$ cat src/rtl/muldiv_pkg.sv
// Shared encodings and helpers for the iterative multiply/divide unit.
package muldiv_pkg;

  // Operation encodings as presented on op_i.
  localparam logic [1:0] MD_MULT  = 2'b00;
  localparam logic [1:0] MD_MULTU = 2'b01;
  localparam logic [1:0] MD_DIV   = 2'b10;
  localparam logic [1:0] MD_DIVU  = 2'b11;

  // Sequencer states.
  typedef enum logic [1:0] {
    IDLE = 2'd0,
    CALC = 2'd1,
    FIX  = 2'd2
  } md_state_e;

  // Per-operation context captured when an op is accepted.
  typedef struct packed {
    logic is_div;   // divide (1) or multiply (0)
    logic neg;      // product / quotient must be negated in FIX
    logic rem_neg;  // remainder must be negated in FIX (signed div, dividend < 0)
    logic dz;       // divide with a zero divisor
  } md_ctx_t;

  // Widest value the negate helper handles; also bounds the 2*WIDTH product negate.
  localparam int unsigned MD_MAXW = 64;

  // Two's-complement negate of the low 'width' bits of val; upper bits forced to 0.
  function automatic logic [MD_MAXW-1:0] md_negate(input logic [MD_MAXW-1:0] val,
                                                   input int unsigned        width);
    logic [MD_MAXW-1:0] mask;
    mask = (width >= MD_MAXW) ? '1 : ((MD_MAXW'(1) << width) - MD_MAXW'(1));
    return (~val + MD_MAXW'(1)) & mask;
  endfunction

  // True for the signed variants (MULT, DIV).
  function automatic logic md_is_signed(input logic [1:0] op);
    return ~op[0];
  endfunction

  // True for the divide variants (DIV, DIVU).
  function automatic logic md_is_div(input logic [1:0] op);
    return op[1];
  endfunction

endpackage

$ cat src/rtl/muldiv_addsub.sv
// (WIDTH+1)-bit adder/subtractor shared by the multiply add step and the
// divide trial subtract. For subtraction, carry_o=1 means a_i >= b_i (no borrow).
module muldiv_addsub
  import muldiv_pkg::*;
#(
  parameter int unsigned WIDTH = 32
) (
  input  logic [WIDTH:0] a_i,
  input  logic [WIDTH:0] b_i,
  input  logic           sub_i,
  output logic [WIDTH:0] sum_o,
  output logic           carry_o
);

  logic [WIDTH:0] b_eff;

  // a + b, or a + ~b + 1 when subtracting; carry out of the top bit exposed.
  always_comb begin
    b_eff            = sub_i ? ~b_i : b_i;
    {carry_o, sum_o} = {1'b0, a_i} + {1'b0, b_eff} + {{(WIDTH + 1){1'b0}}, sub_i};
  end

endmodule

$ cat src/rtl/muldiv_sequencer.sv
// Iterative multiply/divide unit running beside the EX-stage ALU. One shift-add
// (multiply) or restoring-divide step per cycle on a shared add/sub, then a
// sign-fix cycle that writes HI/LO. Operates on magnitudes; signs are applied in FIX.
// WIDTH is limited to 32 so the 2*WIDTH product negate fits the package helper.
module muldiv_sequencer
  import muldiv_pkg::*;
#(
  parameter int unsigned WIDTH = 32
) (
  input  logic             clk_i,
  input  logic             rst_i,
  input  logic             start_i,
  input  logic [1:0]       op_i,
  input  logic [WIDTH-1:0] rs_data_i,
  input  logic [WIDTH-1:0] rt_data_i,
  input  logic             hilo_rd_i,
  input  logic             flush_i,
  output logic             stall_o,
  output logic             busy_o,
  output logic             done_o,
  output logic             div_zero_o,
  output logic [WIDTH-1:0] hi_o,
  output logic [WIDTH-1:0] lo_o
);

  localparam int unsigned CNTW = (WIDTH > 1) ? $clog2(WIDTH) : 1;

  // WIDTH-bit negate built on the package helper.
  function automatic logic [WIDTH-1:0] neg_w(input logic [WIDTH-1:0] v);
    return WIDTH'(md_negate(MD_MAXW'(v), WIDTH));
  endfunction

  // Architectural / control state.
  md_state_e        state_q;
  logic [CNTW-1:0]  cnt_q;
  md_ctx_t          ctx_q;
  logic [WIDTH-1:0] rs_q;     // raw dividend, returned in HI on divide-by-zero
  logic [WIDTH-1:0] opb_q;    // |multiplicand| or |divisor|
  logic [WIDTH-1:0] acc_q;    // product high half / partial remainder
  logic [WIDTH-1:0] q_q;      // multiplier shifting out, product low half / quotient
  logic [WIDTH-1:0] hi_q;
  logic [WIDTH-1:0] lo_q;
  logic             done_q;
  logic             div_zero_q;

  // Decode of the incoming op and operand magnitudes.
  logic             in_signed;
  logic             in_div;
  logic [WIDTH-1:0] rs_abs;
  logic [WIDTH-1:0] rt_abs;
  md_ctx_t          in_ctx;

  // Operand decode at accept: magnitudes for signed ops plus result sign bits.
  always_comb begin
    in_signed      = md_is_signed(op_i);
    in_div         = md_is_div(op_i);
    rs_abs         = (in_signed && rs_data_i[WIDTH-1]) ? neg_w(rs_data_i) : rs_data_i;
    rt_abs         = (in_signed && rt_data_i[WIDTH-1]) ? neg_w(rt_data_i) : rt_data_i;
    in_ctx.is_div  = in_div;
    in_ctx.neg     = in_signed & (rs_data_i[WIDTH-1] ^ rt_data_i[WIDTH-1]);
    in_ctx.rem_neg = in_signed & rs_data_i[WIDTH-1];
    in_ctx.dz      = in_div & (rt_data_i == '0);
  end

  // Shared add/sub operands and one iteration step.
  logic [WIDTH:0]   shifted;
  logic [WIDTH:0]   as_a;
  logic [WIDTH:0]   as_b;
  logic             as_sub;
  logic [WIDTH:0]   as_sum;
  logic             as_carry;
  logic [WIDTH-1:0] acc_step;
  logic [WIDTH-1:0] q_step;

  // Add/sub operand select: divide does a trial subtract of the divisor from the
  // shifted remainder; multiply adds the multiplicand when the multiplier LSB is set.
  always_comb begin
    shifted = {acc_q, q_q[WIDTH-1]};
    as_sub  = ctx_q.is_div;
    as_a    = ctx_q.is_div ? shifted : {1'b0, acc_q};
    as_b    = (ctx_q.is_div || q_q[0]) ? {1'b0, opb_q} : '0;
  end

  muldiv_addsub #(
    .WIDTH (WIDTH)
  ) u_addsub (
    .a_i     (as_a),
    .b_i     (as_b),
    .sub_i   (as_sub),
    .sum_o   (as_sum),
    .carry_o (as_carry)
  );

  // Next {acc, q} for one CALC step.
  always_comb begin
    if (ctx_q.is_div) begin
      // Restore on borrow: keep the shifted remainder, quotient bit 0.
      acc_step = as_carry ? as_sum[WIDTH-1:0] : shifted[WIDTH-1:0];
      q_step   = {q_q[WIDTH-2:0], as_carry};
    end else begin
      // Shift {carry, sum, multiplier} right by one.
      acc_step = as_sum[WIDTH:1];
      q_step   = {as_sum[0], q_q[WIDTH-1:1]};
    end
  end

  // Sign fix-up and final HI/LO values written at the end of FIX.
  logic [2*WIDTH-1:0] product;
  logic [WIDTH-1:0]   quot;
  logic [WIDTH-1:0]   rem;
  logic [WIDTH-1:0]   fix_hi;
  logic [WIDTH-1:0]   fix_lo;

  // Result selection: signed product/quotient/remainder, divide-by-zero override.
  always_comb begin
    product = ctx_q.neg ? (2 * WIDTH)'(md_negate(MD_MAXW'({acc_q, q_q}), 2 * WIDTH))
                        : {acc_q, q_q};
    quot    = ctx_q.neg ? neg_w(q_q) : q_q;
    rem     = ctx_q.rem_neg ? neg_w(acc_q) : acc_q;
    fix_hi  = product[2*WIDTH-1:WIDTH];
    fix_lo  = product[WIDTH-1:0];
    if (ctx_q.is_div) begin
      if (ctx_q.dz) begin
        fix_hi = rs_q;
        fix_lo = '1;
      end else begin
        fix_hi = rem;
        fix_lo = quot;
      end
    end
  end

  // Sequencer FSM with registered datapath, HI/LO and status outputs.
  always_ff @(posedge clk_i or posedge rst_i) begin
    if (rst_i) begin
      state_q    <= IDLE;
      cnt_q      <= '0;
      ctx_q      <= '0;
      rs_q       <= '0;
      opb_q      <= '0;
      acc_q      <= '0;
      q_q        <= '0;
      hi_q       <= '0;
      lo_q       <= '0;
      done_q     <= 1'b0;
      div_zero_q <= 1'b0;
    end else begin
      done_q <= 1'b0;
      if (flush_i) begin
        // Abort wins over everything, including a start in IDLE.
        state_q <= IDLE;
        cnt_q   <= '0;
      end else begin
        unique case (state_q)
          IDLE: begin
            if (start_i) begin
              state_q <= CALC;
              cnt_q   <= CNTW'(WIDTH - 1);
              ctx_q   <= in_ctx;
              rs_q    <= rs_data_i;
              acc_q   <= '0;
              q_q     <= in_div ? rs_abs : rt_abs;
              opb_q   <= in_div ? rt_abs : rs_abs;
            end
          end
          CALC: begin
            acc_q <= acc_step;
            q_q   <= q_step;
            if (cnt_q == '0) begin
              state_q <= FIX;
            end else begin
              cnt_q <= cnt_q - CNTW'(1);
            end
          end
          FIX: begin
            hi_q       <= fix_hi;
            lo_q       <= fix_lo;
            div_zero_q <= ctx_q.dz;
            done_q     <= 1'b1;
            state_q    <= IDLE;
          end
          default: begin
            state_q <= IDLE;
          end
        endcase
      end
    end
  end

  // Status and stall: a start or HI/LO read while busy must hold EX.
  always_comb begin
    busy_o     = (state_q != IDLE);
    stall_o    = busy_o & (start_i | hilo_rd_i);
    done_o     = done_q;
    div_zero_o = div_zero_q;
    hi_o       = hi_q;
    lo_o       = lo_q;
  end

endmodule

$ cat config.mk
export PLATFORM = sky130hd
export DESIGN_NAME = muldiv_sequencer
export DESIGN_NICKNAME = d
export VERILOG_FILES = /design/src/rtl/muldiv_pkg.sv /design/src/rtl/muldiv_addsub.sv /design/src/rtl/muldiv_sequencer.sv
export SDC_FILE = /design/constraint.sdc
export NUM_CORES = 1
export LEC_CHECK = 0
export ABC_AREA = 0
export CAP_MARGIN = 30
export CORE_MARGIN = 2
export CORE_UTILIZATION = 54
export DETAILED_ROUTE_END_ITERATION = 10
export PLACE_DENSITY = 0.78
export SYNTH_ARGS = -nofsm -noshare
export SYNTH_HDL_FRONTEND = slang
export SYNTH_SLANG_ARGS = --single-unit
$ cat constraint.sdc
create_clock -name clk_i -period 7.4 [get_ports clk_i]
set_input_delay 2.22 -clock clk_i [delete_from_list [all_inputs] [get_ports clk_i]]
set_output_delay 2.22 -clock clk_i [all_outputs]
set_load 0.05 [all_outputs]
==> summary.txt <==
Run status
  • Status: complete, no violations

Timing
  • Fin. max-slew vios: 0
  • Unrepaired setup endpoints after global routing: no
  • Slew margin rel.: a little under a third
  • Fin crit period: between 5000 and 6000 ps
  • Achievable clock frequency: ~170 MHz
  • Endpoints failing setup: 0
  • Worst-Margin Slew: approximately 1000 ps
  • Hold Vio Cnt, Final: 0
  • Final period util: 79.4%
  • Setup_tns: 0 ps
  • Worst Skew: approximately 30 ps
  • Hold WS: about 470 ps

Critical path
  • Worst setup EP type: primary output
  • Setup crit start: start_i
  • Startpoint types: input port
  • Reg-to-reg slack, setup: approximately 2300 ps
  • Crit Path Max Fanout: 4
  • RR Startpoint: as_sub$_DFFE_PP0P_
  • Crit path kind: in2out
  • CP Data Required Time: 5180 ps
  • Critical path arrival: 3650 ps
  • R2R cell count: 12

Final layout
  • Filler cell count: 2530
  • Layout cells sized above 1: under 10%
  • Final nets: 2171
  • Antenna Cells: 0
  • Most common cell after layout, fill and taps aside: nand2_1
  • Seq. cell area: between 0.005 and 0.006 mm²
  • Area Overhead vs Synth: 14.8%
  • Post-route cell area: 0.0184 mm²
  • Multi-input gate area: 0.0101 mm²
  • Most frequent cells in the layout: nand2_1, o21ai_0, dfrtp_1

Place
  • Number of port buffers: 138
  • Placer Congestion: roughly 0.97
  • Dpl cell area: 0.0175 mm²
  • Detail Placement HPWL: 40.2 mm

Floorplanning
  • Initial core utilization: 55.2%
  • Boundary pin count: about 140
  • Core area: 0.0289 mm²
  • Die height: 176 µm
  • Std cell rows: between 60 and 70
  • Die area: 0.0310 mm²
  • Die X: 176 µm

Route
  • Vias per cell: 6.52
  • WL final: about 54 mm
  • Vias: 16100
  • Antenna viol nets, final: 0
  • Initial DRC Count: 2088
  • Residual DRC: 0
  • Drt pass-1 iters: 8
  • Wire per inst: 21.8 µm

Flow run
  • Max_cap viols: 0

Clock tree
  • Post-CTS Setup Inserts: 0
  • Max Root-Sink Buffers: 3
  • Clock sink total: 205
  • Root Driver: clkbuf_16
  • Clock latency on the worst-skew pair: 540 ps
  • Clock-pin transition on the worst setup and hold timing paths: around 60 ps
  • Post-CTS sizing: 0
  • TritonCTS clock tree: yes
  • Hold buffer count at CTS: 0
  • H-tree Lvls: 1
  • Inserted Clock Buffers: 24

Global route
  • First-pass GRT wire length: between 80 and 90 mm
  • Initial antenna violation count: 2
  • GRT Overall Usage: 34.0%
  • Largest net degree at the start of global routing: between 100 and 150
  • Grt ovf: 0
  • Vias in the first global route: 14500

Synthesis
  • Post-synthesis net count: 2148
  • Sequential-to-total area share from yosys stat: between 30% and 40%
  • Synth Register Bits: 205
  • Post-synth EDFFs: 0
  • Synth unique cells: 84
  • Async SR Flop Fraction: between 90% and 100%
  • Main synth FF type: dfrtp_1
  • Synthesized area: 0.0160 mm²
  • Synth warn: 0
  • Post-Synthesis Cells: 2039
  • Mean area per synthesized cell: about 7.8 µm²

Hold path
  • Cells on Worst Hold Path: 2
  • Hold Path Class: reg2reg
  • Hold Crit Start: div_zero_o$_DFFE_PP0P_

Pwr
  • Leakage power figure: 7.50 nW
  • PwrDens: 455 mW/mm²
  • VDD IR max: 0.211 mV
[kinds of logic after synthesis]
logic type | synth area share, %
AO/OA/AOI/OAI | 24.3
XOR/XNOR | 9.04
adder cells (fa/ha/maj) | 3.02
buffers and inverters | 4.85
flip-flops | 32.1
multiplexers | 6.31
AND/OR/NAND/NOR | 20.3
[layer usage]
| metal | wire length (µm) | GRT usage (%) | vias up |
|---|---|---|---|
| li1 | - | - | 7339 |
| met1 | 22500 | 49.5 | 7663 |
| met3 | 5830 | 6.35 | 143 |
| met4 | 2670 | 15.3 | 4 |
| met2 | 22600 | 48.8 | 904 |
| met5 | 21 | 0 | - |
[sequential cells by signal (all words and copies together) (netlist names), 2 cells and up]
register  flops
acc_q        32
hi_o         32
lo_o         32
opb_q        32
q_q          32
rs_q         32
cnt_q         5
ctx_q         3
state_q       2
[where the power goes]
group / internal (mW) / total [mW] / switching (mW)
Sequential: 1.57 / 2.32 / 0.759
Clock: 0.815 / 1.33 / 0.512
Combinational: 1.77 / 4.70 / 2.94
[critical path, stage by stage]
cell	delay, ps
clkdlybuf4s50_1	510
o21a_1	130
clkdlybuf4s50_1	790
[worst paths after layout]
path                                           to
setup / recovery                          stall_o
hold / removal             div_zero_o$_DFFE_PP0P_
setup reg to reg            acc_q[10]$_DFFE_PP0P_
hold reg to reg            div_zero_o$_DFFE_PP0P_
max in group asynchronous    ctx_q[0]$_DFFE_PP0P_
min in group asynchronous    lo_o[17]$_DFFE_PP0P_
[cells in the mapped netlist, drive strengths merged, types with 19 or more instances]
library cell	number	share of area, %
a211oi	22	1.0
a21oi	187	5.9
a31oi	19	0.78
buf	22	0.65
clkbuf	145	3.4
dfrtp	205	32
ha	37	2.9
inv	33	0.77
mux2	38	2.7
mux2i	58	3.6
nand2	312	7.3
nand2b	28	1.2
nor2	174	4.1
nor3	47	1.5
nor4	24	1.1
o21ai	217	6.8
o22ai	27	1.1
o31ai	39	1.8
or3	24	0.95
xnor2	82	4.5
xor2	83	4.5
[cell type report]
class | instances | share of cell area [%]
sequential | 205 | 28.0
clock inverter | 13 | 1.19
inverter | 34 | 0.716
tap | 384 | 2.62
multi-input combinational | 1633 | 55.0
clock buffer | 30 | 3.61
timing repair buffer | 164 | 8.91
[metrics by stage]
stage | total power, mW | std cells | utilization (%) | worst slack [ps]
final | 8.35 | 2463 | 63.5 | 1530
after global routing | 8.84 | 2463 | 63.5 | 1490
after CTS | 8.22 | 2461 | 63.4 | 1530
after detailed placement | 6.88 | 2418 | 60.3 | 1520
after global placement | 6.76 | 2413 | 60.0 | 1530
after floorplan | 5.48 | 2039 | - | 2520
(Power assumes the default switching activity.)
